===== config.mk =====
export PLATFORM = sky130hd
export DESIGN_NAME = knn_topk_flat
export DESIGN_NICKNAME = d
export VERILOG_FILES = /design/src/rtl/knn_topk_if.sv /design/src/rtl/knn_topk.sv /design/src/flat_wrapper.sv
export SDC_FILE = /design/constraint.sdc
export NUM_CORES = 1
export LEC_CHECK = 0
export CORE_MARGIN = 2
export CORE_UTILIZATION = 25
export DETAILED_ROUTE_END_ITERATION = 8
export PLACE_DENSITY = 0.45
export SYNTH_ARGS = -nofsm -noshare
export SYNTH_HDL_FRONTEND = slang
export SYNTH_SLANG_ARGS = --single-unit

===== constraint.sdc =====
create_clock -name clk -period 9.85 [get_ports clk]
set_clock_uncertainty 0.05 [all_clocks]
set_input_delay 1.97 -clock clk [delete_from_list [all_inputs] [get_ports clk]]
set_output_delay 1.97 -clock clk [all_outputs]
set_load 0.05 [all_outputs]

===== src/rtl/knn_topk_if.sv =====
// Sample/result bundle between the KNN distance core, the top-K selector and its consumer.
// The master side feeds samples and reads the vote result; the selector is the slave.
interface knn_topk_if #(
    parameter int DATA_W  = 32,
    parameter int LABEL_W = 8,
    parameter int K       = 4
);
    logic                       start;
    logic                       dist_valid;
    logic                       dist_last;
    logic [DATA_W-1:0]          distance;
    logic [LABEL_W-1:0]         label;
    logic                       ready;
    logic                       result_valid;
    logic [LABEL_W-1:0]         result_label;
    logic [$clog2(K+1)-1:0]     nbr_count;
    logic [DATA_W-1:0]          min_dist;

    modport master (
        output start, dist_valid, dist_last, distance, label,
        input  ready, result_valid, result_label, nbr_count, min_dist
    );

    modport slave (
        input  start, dist_valid, dist_last, distance, label,
        output ready, result_valid, result_label, nbr_count, min_dist
    );
endinterface


===== src/rtl/knn_topk.sv =====
// Streaming top-K selector: keeps the K nearest (distance, label) pairs of a query in sorted
// order, then runs a K-cycle majority vote over the retained labels.
module knn_topk #(
    parameter int DATA_W  = 32,
    parameter int LABEL_W = 8,
    parameter int K       = 4
) (
    input logic        clk,
    input logic        rst,
    knn_topk_if.slave  bus
);
    localparam int CW = $clog2(K + 1);
    localparam int IW = $clog2(K);

    typedef enum logic [1:0] {IDLE, COLLECT, VOTE, DONE} state_t;

    state_t             state;
    state_t             state_next;

    logic [DATA_W-1:0]  dist_q  [K];
    logic [LABEL_W-1:0] label_q [K];
    logic [K-1:0]       vld_q;
    logic [CW-1:0]      count_q;
    logic [IW-1:0]      vote_idx;
    logic [CW-1:0]      best_cnt;
    logic [LABEL_W-1:0] best_label;

    logic [CW-1:0]      ins_pos;
    logic               insert_ok;
    logic [CW-1:0]      vote_cnt;

    // Equal distances count as "ahead", so an earlier sample keeps its place on ties.
    always_comb begin
        ins_pos = '0;
        for (int i = 0; i < K; i++) begin
            if (vld_q[i] && (dist_q[i] <= bus.distance)) begin
                ins_pos = ins_pos + CW'(1);
            end
        end
        insert_ok = (ins_pos < CW'(K));
    end

    always_comb begin
        vote_cnt = '0;
        for (int i = 0; i < K; i++) begin
            if (vld_q[i] && (label_q[i] == label_q[vote_idx])) begin
                vote_cnt = vote_cnt + CW'(1);
            end
        end
    end

    always_ff @(posedge clk) begin
        if (rst) begin
            state <= IDLE;
        end else begin
            state <= state_next;
        end
    end

    always_comb begin
        state_next = state;
        if (bus.start) begin
            state_next = COLLECT;
        end else begin
            case (state)
                COLLECT: if (bus.dist_valid && bus.dist_last) state_next = VOTE;
                VOTE:    if (vote_idx == IW'(K - 1)) state_next = DONE;
                default: state_next = state;
            endcase
        end
    end

    always_ff @(posedge clk) begin
        if (rst || bus.start) begin
            for (int i = 0; i < K; i++) begin
                dist_q[i]  <= '1;
                label_q[i] <= '0;
            end
            vld_q      <= '0;
            count_q    <= '0;
            vote_idx   <= '0;
            best_cnt   <= '0;
            best_label <= '0;
        end else begin
            case (state)
                COLLECT: begin
                    if (bus.dist_valid && insert_ok) begin
                        for (int i = 1; i < K; i++) begin
                            if (CW'(i) > ins_pos) begin
                                dist_q[i]  <= dist_q[i-1];
                                label_q[i] <= label_q[i-1];
                                vld_q[i]   <= vld_q[i-1];
                            end
                        end
                        for (int i = 0; i < K; i++) begin
                            if (CW'(i) == ins_pos) begin
                                dist_q[i]  <= bus.distance;
                                label_q[i] <= bus.label;
                                vld_q[i]   <= 1'b1;
                            end
                        end
                        if (count_q != CW'(K)) begin
                            count_q <= count_q + CW'(1);
                        end
                    end
                end
                VOTE: begin
                    // Strict compare: on equal counts the nearer entry's label wins.
                    if (vld_q[vote_idx] && (vote_cnt > best_cnt)) begin
                        best_cnt   <= vote_cnt;
                        best_label <= label_q[vote_idx];
                    end
                    vote_idx <= vote_idx + IW'(1);
                end
                default: ;
            endcase
        end
    end

    assign bus.ready        = (state == COLLECT);
    assign bus.result_valid = (state == DONE);
    assign bus.result_label = best_label;
    assign bus.nbr_count    = count_q;
    assign bus.min_dist     = dist_q[0];

endmodule


===== src/flat_wrapper.sv =====
// flat-port wrapper written by rule: the top's interface ports become plain ports
module knn_topk_flat 
#(
    parameter int DATA_W  = 32,
    parameter int LABEL_W = 8,
    parameter int K       = 4
)
  (clk, rst, bus_start, bus_dist_valid, bus_dist_last, bus_distance, bus_label, bus_ready, bus_result_valid, bus_result_label, bus_nbr_count, bus_min_dist);
  knn_topk_if #(.DATA_W(DATA_W), .LABEL_W(LABEL_W), .K(K)) bus_i ();
  input logic clk;
  input logic rst;
  input wire logic [$bits(bus_i.start)-1:0] bus_start;
  input wire logic [$bits(bus_i.dist_valid)-1:0] bus_dist_valid;
  input wire logic [$bits(bus_i.dist_last)-1:0] bus_dist_last;
  input wire logic [$bits(bus_i.distance)-1:0] bus_distance;
  input wire logic [$bits(bus_i.label)-1:0] bus_label;
  output wire logic [$bits(bus_i.ready)-1:0] bus_ready;
  output wire logic [$bits(bus_i.result_valid)-1:0] bus_result_valid;
  output wire logic [$bits(bus_i.result_label)-1:0] bus_result_label;
  output wire logic [$bits(bus_i.nbr_count)-1:0] bus_nbr_count;
  output wire logic [$bits(bus_i.min_dist)-1:0] bus_min_dist;
  assign bus_i.start = bus_start;
  assign bus_i.dist_valid = bus_dist_valid;
  assign bus_i.dist_last = bus_dist_last;
  assign bus_i.distance = bus_distance;
  assign bus_i.label = bus_label;
  assign bus_ready = bus_i.ready;
  assign bus_result_valid = bus_i.result_valid;
  assign bus_result_label = bus_i.result_label;
  assign bus_nbr_count = bus_i.nbr_count;
  assign bus_min_dist = bus_i.min_dist;
  knn_topk #(.DATA_W(DATA_W), .LABEL_W(LABEL_W), .K(K)) u_core (.clk(clk), .rst(rst), .bus(bus_i));
endmodule

Yosys cells after proc, flatten, opt, wreduce, memory -nomap -nowiden
Memories as Yosys holds them, arrays and structs flattened. A register that Yosys moved wholly into a read port is not among the register bits.
Index checks and enable logic that the tools add are counted.
{ "totals": {"register_bits": 22, "mem_bits_ro": 0, "latch_bits": 0, "output_inout_bits": 45, "ram_bits": 160, "wordCells": 160, "inputBits": 45, "n_memories": 2} }
{ "mem_list": {"columns": ["name", "words", "word_bits", "rd", "rd_ports_with_merged_regs", "write_ports", "line_no", "rtl"], "rows": [
  ["u_core.dist_q", 4, 32, 4, 0, 4, "knn_topk.sv:20", "logic [DATA_W-1:0] dist_q [K];"],
  ["u_core.label_q", 4, 8, 5, 1, 4, "knn_topk.sv:21", "logic [LABEL_W-1:0] label_q [K];"]
]} }
{ "op_classes": {"shift": 0, "mux": 73, "addsub": 8, "n_reduce_logical": 27, "div_mod_pow": 0, "n_eq_ne": 16, "n_mul": 0, "bitwise": 14, "order_cmp": 10} }
{ "ops": {"columns": ["op", "n"], "rows": [
  ["two-way mux 32 bit", 7],
  ["less-or-equal comparator 32 bit", 4],
  ["two-way mux 8 bit", 7],
  ["two-way mux 1 bit", 47],
  ["== test 8 bit", 4],
  ["AND reduction 3 bit", 7],
  ["two-way mux 3 bit", 6],
  ["adder 3 x 1 -> 3 bit (second input constant)", 5],
  ["bitwise OR 1 bit", 14],
  ["logical AND 1 bit", 11],
  ["two-way mux 2 bit", 4],
  ["nonzero test 2 bit", 4],
  ["== test 2 bit (second input constant)", 3],
  ["== test 2 x 3 -> 1 bit (first input constant)", 2],
  ["greater-than comparator 2 x 3 -> 1 bit (first input constant)", 2],
  ["inequality test 3 x 2 -> 1 bit (second input constant)", 2],
  ["adder 1 x 1 -> 2 bit (second input constant)", 2],
  ["inequality test 2 x 1 -> 1 bit (second input constant)", 2],
  ["one-hot mux 2 bit (2 select lines)", 1],
  ["== test 1 x 3 -> 1 bit (first input constant)", 1],
  ["greater-than comparator 1 x 3 -> 1 bit (first input constant)", 1],
  ["greater-than comparator 3 bit", 1],
  ["zero test 3 bit", 1],
  ["less-than comparator 2 x 3 -> 1 bit (second input constant)", 1],
  ["9 further kinds", 9]
]} }

Longest topological paths before layout
Gate-level depths: netlist of run 1.
An unclocked memory read counts as a cell.
{ "logic_depth": {"depth_word": 18, "depth_mapped": 24, "ltp_nobuf": 22} }

Least setup slack after synthesis of run 1
No wires, ideal clock.
{ "synth_timing": {"path_kind": "input port to flip-flop", "start": "input bus_distance[1]", "end": "memory u_core.dist_q[0][0] (enable)", "slack_ps": 974, "n_path_buf": 1, "required_time_ps": 9307, "cell_stages": 22, "setup_time_ps": 493, "arrival_time_ps": 8333, "cell_sequence": "inv_1 > ha_1 > nor2b_1 > o21a_1 > o21a_1 > o21a_1 > o21a_1 > o21a_1 > o211ai_1 > and3_1 > o31a_1 > ha_1 > inv_1 > xnor2_1 > ha_1 > nand4_1 > o22ai_1 > xor2_1 > nor2_1 > buf_2 > nand2_1 > o21ai_0"} }
{ "synth_lines": {"columns": ["item", "line_no", "rtl"], "rows": [
  ["start, declared", "flat_wrapper.sv:15", "input wire logic [$bits(bus_i.distance)-1:0] bus_distance;"],
  ["end, declared", "knn_topk.sv:20", null]
]} }

==> flow_summary.json, run 1 <==
{
  "critical_path_required_ns": 9.95,
  "critPathArrivalTime_ns": 8.28,
  "post_layout_nonfiller_instances": 1837,
  "starting_density_of_the_core_pct": 25.2,
  "grt_pass1_wl_um": 56600,
  "grt_antenna_before_repair": 1,
  "dpl.cell_count": 1806,
  "clock_tree_buf_depth": 2,
  "groute.usage.overall_pct": 15.0,
  "syn-num-nets": 1331,
  "tightestPinTransition_ns": 1.10,
  "p_total_w": 0.00186,
  "netlist_area_before_placement_sq_mm": 0.0120,
  "finalCritPeriodShare_pct": 83.0,
  "cts_bufs_inserted": 17,
  "io-pin-count": 90,
  "drive_gt1_share_pct": 6.46,
  "clk_latency_ns": 0.45,
  "clock_sinks": 184,
  "drcViolationCount": 0,
  "grt_max_degree": 70,
  "drtIter0Drc": 562,
  "total_vias_in_the_final_route": 9131,
  "fill_cells": 4874,
  "area_growth_pct": 18.3,
  "place.gp.congestion": 0.803,
  "globalRoute.totalOverflow": 0,
  "worst_setup_path_end_kind": "register",
  "place.port_buffers": 89,
  "finish.instance_area_sq_mm": 0.0142,
  "synth-async-reset-ratio_pct": 0,
  "syn_area_per_cell_sq_um": 10.5,
  "final_antenna_net_count": 0,
  "layout_min_cycle_time_ns": 8.18,
  "finalSetupViolations": 0,
  "ir_worst_vdd_mv": 0.119,
  "postCtsSetupRepairBufs": 0,
  "ctsRootBufferMaster": "clkbuf_16",
  "cts_tree": "built",
  "synth_enable_flop_cells": 160,
  "criticalPathCategory": "in2reg",
  "floorplan.die.width_um": 223,
  "rows": 80,
  "slew_viol_final": 0,
  "dr.pass1.iters": 5,
  "power_per_cell_area_mw_per_mm2": 131,
  "synth.lib_cells_used.distinct": 62,
  "via_count_of_the_first_global_routing_pass": 9272,
  "cts-htree-levels": 4,
  "design.die.area_sq_mm": 0.0497,
  "status": "complete, no violations",
  "fmaxAchievable_mhz": 122,
  "min-delay-path-class": "reg2reg",
  "cap_violations": 0,
  "routed_wirelength_um": 36800,
  "yosys_warnings": 0,
  "synth.yosys.seq_area_share_pct": 44.1,
  "postPlaceCellArea_sq_mm": 0.0136,
  "synth-main-ff-cell": "edfxtp_1",
  "drt-vias-per-instance": 4.97,
  "rsz0062_at_grt": "false",
  "slew_limit_headroom_pct": 26.6,
  "cts_hold_buffers": 0,
  "static-leakage-power_nw": 5.09,
  "post_cts.resized_instances": 0,
  "synth_seq_cells": 184,
  "die-height_um": 223,
  "design.core.area_sq_mm": 0.0475,
  "insertedDiodeCount": 0,
  "postSynthCellCount": 1143,
  "wl_per_cell_um": 20.0,
  "path_max_fanout": 37,
  "clk_transition_reported_paths_ns": 0.07,
  "category_of_the_worst_setup_path_launch_point": "input pin",
  "final_nets": 1398,
  "hpwl_um": 26600,
  "hold_ws_ns": 0.448,
  "fin_setup_tns_ns": 0,
  "hold_viol": 0
}
==> synthesized netlist by cell type (3+ instances only) <==
cell type / n / share of area, %
o21ai_0: 27 / 1.1
xor2_1: 11 / 0.80
nor3_1: 6 / 0.25
xnor2_1: 30 / 2.2
buf_2: 15 / 0.63
nand4_1: 59 / 3.1
or3_1: 4 / 0.21
o21a_1: 13 / 0.81
clkbuf_1: 37 / 1.2
and3_1: 4 / 0.21
and2_1: 10 / 0.52
a221o_1: 3 / 0.25
a21o_1: 22 / 1.4
nand2_1: 114 / 3.6
ha_1: 143 / 15
nor2b_1: 9 / 0.47
o211ai_1: 75 / 4.7
a221oi_1: 3 / 0.22
mux2i_1: 46 / 3.8
mux4_2: 9 / 1.7
edfxtp_1: 160 / 40
nor4_1: 8 / 0.42
dfxtp_1: 24 / 4.0
o31a_1: 3 / 0.22
inv_1: 60 / 1.9
and4_1: 4 / 0.29
nand3_1: 27 / 1.1
o21ai_1: 10 / 0.42
a21oi_1: 91 / 3.8
buf_6: 3 / 0.28
nand2b_1: 4 / 0.21
buf_1: 3 / 0.094
nor2_1: 70 / 2.2
==> per-stage QoR <==
| stage | util, % | setup slack [ns] |
|---|---|---|
| after CTS | 29.8 | 1.67 |
| after global routing | 29.8 | 1.19 |
| after detailed placement | 28.6 | 1.20 |
| after floorplan | - | 0.974 |
| final | 29.8 | 1.67 |
| after global placement | 28.6 | 1.30 |
==> cells by family (layout without fill, tap and decap cells) <==
| group | Yosys count | after routing | share of synthesized area, % |
|---|---|---|---|
| flip-flops | 184 | 184 | 44.1 |
| adder cells (fa/ha/maj) | 143 | 143 | 14.9 |
| XOR/XNOR | 41 | 41 | 2.99 |
| multiplexers | 56 | 56 | 5.62 |
| AND/OR/NAND/NOR | 330 | 330 | 13.5 |
| buffers and inverters | 119 | 198 | 4.10 |
| AO/OA/AOI/OAI | 270 | 270 | 14.8 |
==> power breakdown <==
| group | internal (W) | total [W] | switching (W) |
|---|---|---|---|
| registers | 0.000868 | 0.000884 | 0.0000161 |
| logic | 0.0000941 | 0.000250 | 0.000156 |
| clock network | 0.000399 | 0.000725 | 0.000326 |
| total | 0.00136 | 0.00186 | 0.000498 |
==> per-layer routing <==
| metal | wire [um] | vias up | track usage (%) |
|---|---|---|---|
| met1 | 17700 | 4467 | 20.4 |
| met3 | 1380 | 25 | 2.62 |
| li1 | - | 4454 | - |
| met4 | 490 | 2 | 3.55 |
| met5 | 12 | - | 0 |
| met2 | 17300 | 183 | 24.8 |
==> area by class of cell <==
type | instances | area (sq um) | area share [%]
flip-flops and latches | 184 | 5290 | 37.2
multi-input cells | 840 | 6290 | 44.3
repair buffers | 107 | 1040 | 7.32
well taps | 615 | 769 | 5.42
clock inverters | 11 | 149 | 1.05
clock buffers | 20 | 437 | 3.08
inverters | 60 | 225 | 1.59
==> layout by cell type, fill, tap and decap left out, types with 3 or more instances in the layout <==
cell type / instances
and3_1: 4
bufinv_16: 3
buf_4: 17
o21a_1: 12
edfxtp_1: 160
a221o_1: 3
nor2_1: 67
a21o_1: 22
nor2b_1: 9
dfxtp_1: 24
mux2i_1: 46
clkdlybuf4s50_1: 89
xor2_1: 11
clkinvlp_4: 5
o31a_1: 3
o211ai_1: 75
mux4_2: 9
nand4_1: 59
nand2_2: 3
a221oi_1: 3
nand3_1: 27
o21ai_1: 10
and2_1: 10
nand2_1: 111
ha_1: 143
clkbuf_1: 3
inv_1: 60
xnor2_1: 30
and4_1: 4
a21oi_1: 91
nand2b_1: 4
or3_1: 3
nor4_1: 8
clkbuf_16: 17
nor3_1: 6
o21ai_0: 26
==> critical path: stages <==
cell	delay [ns]
clkdlybuf4s50_1	0.43
inv_1	0.24
ha_1	0.31
a21o_1	0.18
a21o_1	0.17
a21o_1	0.17
a21o_1	0.17
a21oi_1	0.14
nor2_1	0.09
a211oi_1	0.36
o211ai_1	0.19
a21boi_0	0.20
ha_1	0.30
inv_1	0.26
xnor2_1	0.20
ha_1	0.26
nand4_1	0.11
o22ai_1	0.19
xor2_1	0.23
nor2_4	0.80
o21ai_0	0.31
nand2_2	0.65
buf_4	0.32
==> path summary, 6_finish.rpt <==
path / startpoint / to / slack [ns] / cells past startpoint
worst max-delay path: bus_distance[9] / u_core.dist_q[2][21] / 1.67 / 23
worst min-delay path: u_core.best_cnt[2] / u_core.best_cnt[2] / 0.45 / 2
worst min register to register: u_core.best_cnt[2] / u_core.best_cnt[2] / 0.45 / 2
worst max register to register: u_core.dist_q[0][1] / u_core.dist_q[2][21] / 3.35 / 21
==> state kept, by name, indices dropped and copies added (netlist names), named ones only <==
signal                   cells
u_core.bus.result_label      8
u_core.vote_idx              2
u_core.best_cnt              3
u_core.label_q              32
u_core.vld_q                 4
u_core.dist_q              128
u_core.state                 2
u_core.bus.nbr_count         3
(Power assumes the default switching activity.)
==> run 2, diff against run 1 <==
- PLACE_DENSITY: 0.45 -> 0.46
- clock period: 9.85 -> 7.25 ns (I/O delays scaled with it)
==> flow_summary.json, run 2 (synthesis results as in run 1) <==
{
  "mostFrequentLayoutCells": "edfxtp_1, ha_1, nand2_1",
  "cts_bufs_inserted": 17,
  "p_total_w": 0.00251,
  "rows": 80,
  "postLayoutCoreUtil_pct": 30.4,
  "cts_hold_buffers": 0,
  "category_of_the_worst_setup_path_launch_point": "input pin",
  "clock_tree_buf_depth": 2,
  "power_per_cell_area_mw_per_mm2": 174,
  "final_antenna_net_count": 0,
  "hpwl_um": 26500,
  "design.core.area_sq_mm": 0.0475,
  "finalSetupViolations": 0,
  "fmaxAchievable_mhz": 159,
  "area_used_by_multi_input_combinational_logic_sq_mm": 0.00629,
  "ir_worst_vdd_mv": 0.173,
  "fill_cells": 4864,
  "wl_per_cell_um": 18.8,
  "grt_max_degree": 50,
  "grt_antenna_before_repair": 0,
  "drive_gt1_share_pct": 8.19,
  "fin_setup_tns_ns": 0,
  "largest-register": "u_core.dist_q",
  "dr.pass1.iters": 5,
  "finalCritPeriodShare_pct": 86.8,
  "area_growth_pct": 20.5,
  "place.port_buffers": 89,
  "path_max_fanout": 26,
  "ff_latch_area_sq_mm": 0.00529,
  "starting_density_of_the_core_pct": 25.2,
  "rsz0062_at_grt": "false",
  "clk_transition_reported_paths_ns": 0.07,
  "design.die.area_sq_mm": 0.0497,
  "drtIter0Drc": 392,
  "layout_min_cycle_time_ns": 6.30,
  "ctsRootBufferMaster": "clkbuf_16",
  "routed_wirelength_um": 34900,
  "cts_tree": "built",
  "groute.usage.overall_pct": 14.4,
  "globalRoute.totalOverflow": 0,
  "io-pin-count": 90,
  "layout.cells.most_common": "edfxtp_1",
  "floorplan.die.width_um": 223,
  "largest_reg_flops": 128,
  "die-height_um": 223,
  "post_cts.resized_instances": 0,
  "postCtsSetupRepairBufs": 0,
  "worst_setup_path_end_kind": "register",
  "tightestPinTransition_ns": 0.841,
  "critPathArrivalTime_ns": 6.43,
  "min-delay-path-class": "reg2reg",
  "clock_sinks": 184,
  "total_vias_in_the_final_route": 9116,
  "final_nets": 1420,
  "slew_viol_final": 0,
  "static-leakage-power_nw": 5.25,
  "place.gp.congestion": 0.792,
  "grt_pass1_wl_um": 54700,
  "slew_limit_headroom_pct": 43.4,
  "cap_violations": 0,
  "hold_ws_ns": 0.449,
  "critical_path_required_ns": 7.39,
  "hold_viol": 0,
  "cts-htree-levels": 4,
  "insertedDiodeCount": 0,
  "via_count_of_the_first_global_routing_pass": 9225,
  "drt-vias-per-instance": 4.90,
  "status": "complete, no violations",
  "clk_latency_ns": 0.46,
  "criticalPathCategory": "in2reg",
  "drcViolationCount": 0
}
run 2: cell types whose count changed in the layout (fill, tap and decap cells not counted), moves of 2 or more:
| cell | previous run | this run |
|---|---|---|
| buf_4 | 17 | 31 |
| clkinv_4 | 0 | 4 |
| clkbuf_1 | 3 | 1 |
| clkinv_1 | 1 | 3 |
| clkinvlp_4 | 5 | 0 |
| buf_12 | 1 | 9 |
run 2: worst max-delay path: stages:
cell	delay, ns
clkdlybuf4s50_1	0.48
inv_1	0.16
ha_1	0.35
a21o_1	0.16
a21o_1	0.17
a21o_1	0.17
a21o_1	0.17
a21oi_1	0.15
nor2b_1	0.06
o21ai_0	0.43
and3_1	0.27
o31a_1	0.13
ha_1	0.25
inv_1	0.10
xnor2_1	0.16
ha_1	0.27
nand4_1	0.11
o22ai_1	0.18
xor2_1	0.10
or3_2	0.57
buf_4	0.27
nor2_1	0.16
mux2i_1	0.09
run 2: power breakdown:
part / leakage (nW) / internal, W / switching (W) / total, W
registers: 1.56 / 0.00118 / 0.0000213 / 0.00120
logic: 3.41 / 0.000136 / 0.000208 / 0.000344
clock network: 0.284 / 0.000512 / 0.000453 / 0.000965
run 2: worst paths after layout:
check	to	slack, ns	start	depth (start not counted)
max	u_core.dist_q[1][23]	0.95	bus_distance[9]	23
min	u_core.bus.result_label[3]	0.45	u_core.bus.result_label[3]	2
max reg2reg	u_core.dist_q[1][23]	2.21	u_core.dist_q[0][1]	21
min reg2reg	u_core.bus.result_label[3]	0.45	u_core.bus.result_label[3]	2
run 2: cell type report:
class,count,share of cell area [%]
clock buffers,18,2.97
clock inverters,14,1.03
inverters,60,1.56
multi-input cells,840,43.5
flip-flops and latches,184,36.6
well taps,615,5.33
repair buffers,129,9.02
run 2: routing by layer:
layer | global-route usage (%) | vias up | share of wire (%)
li1 | - | 4480 | -
met1 | 18.8 | 4433 | 46
met2 | 24.2 | 169 | 48
met3 | 2.36 | 34 | 3.6
met4 | 4.78 | 0 | 2.3
met5 | 0 | - | 0
run 2: per-stage QoR:
stage	area (sq um)	setup slack, ns	std cells
after floorplan	12000	0.721	1143
after global placement	13900	0.541	1828
after detailed placement	13900	0.509	1828
after CTS	14400	0.964	1860
after global routing	14400	0.543	1860
final	14400	0.955	1860
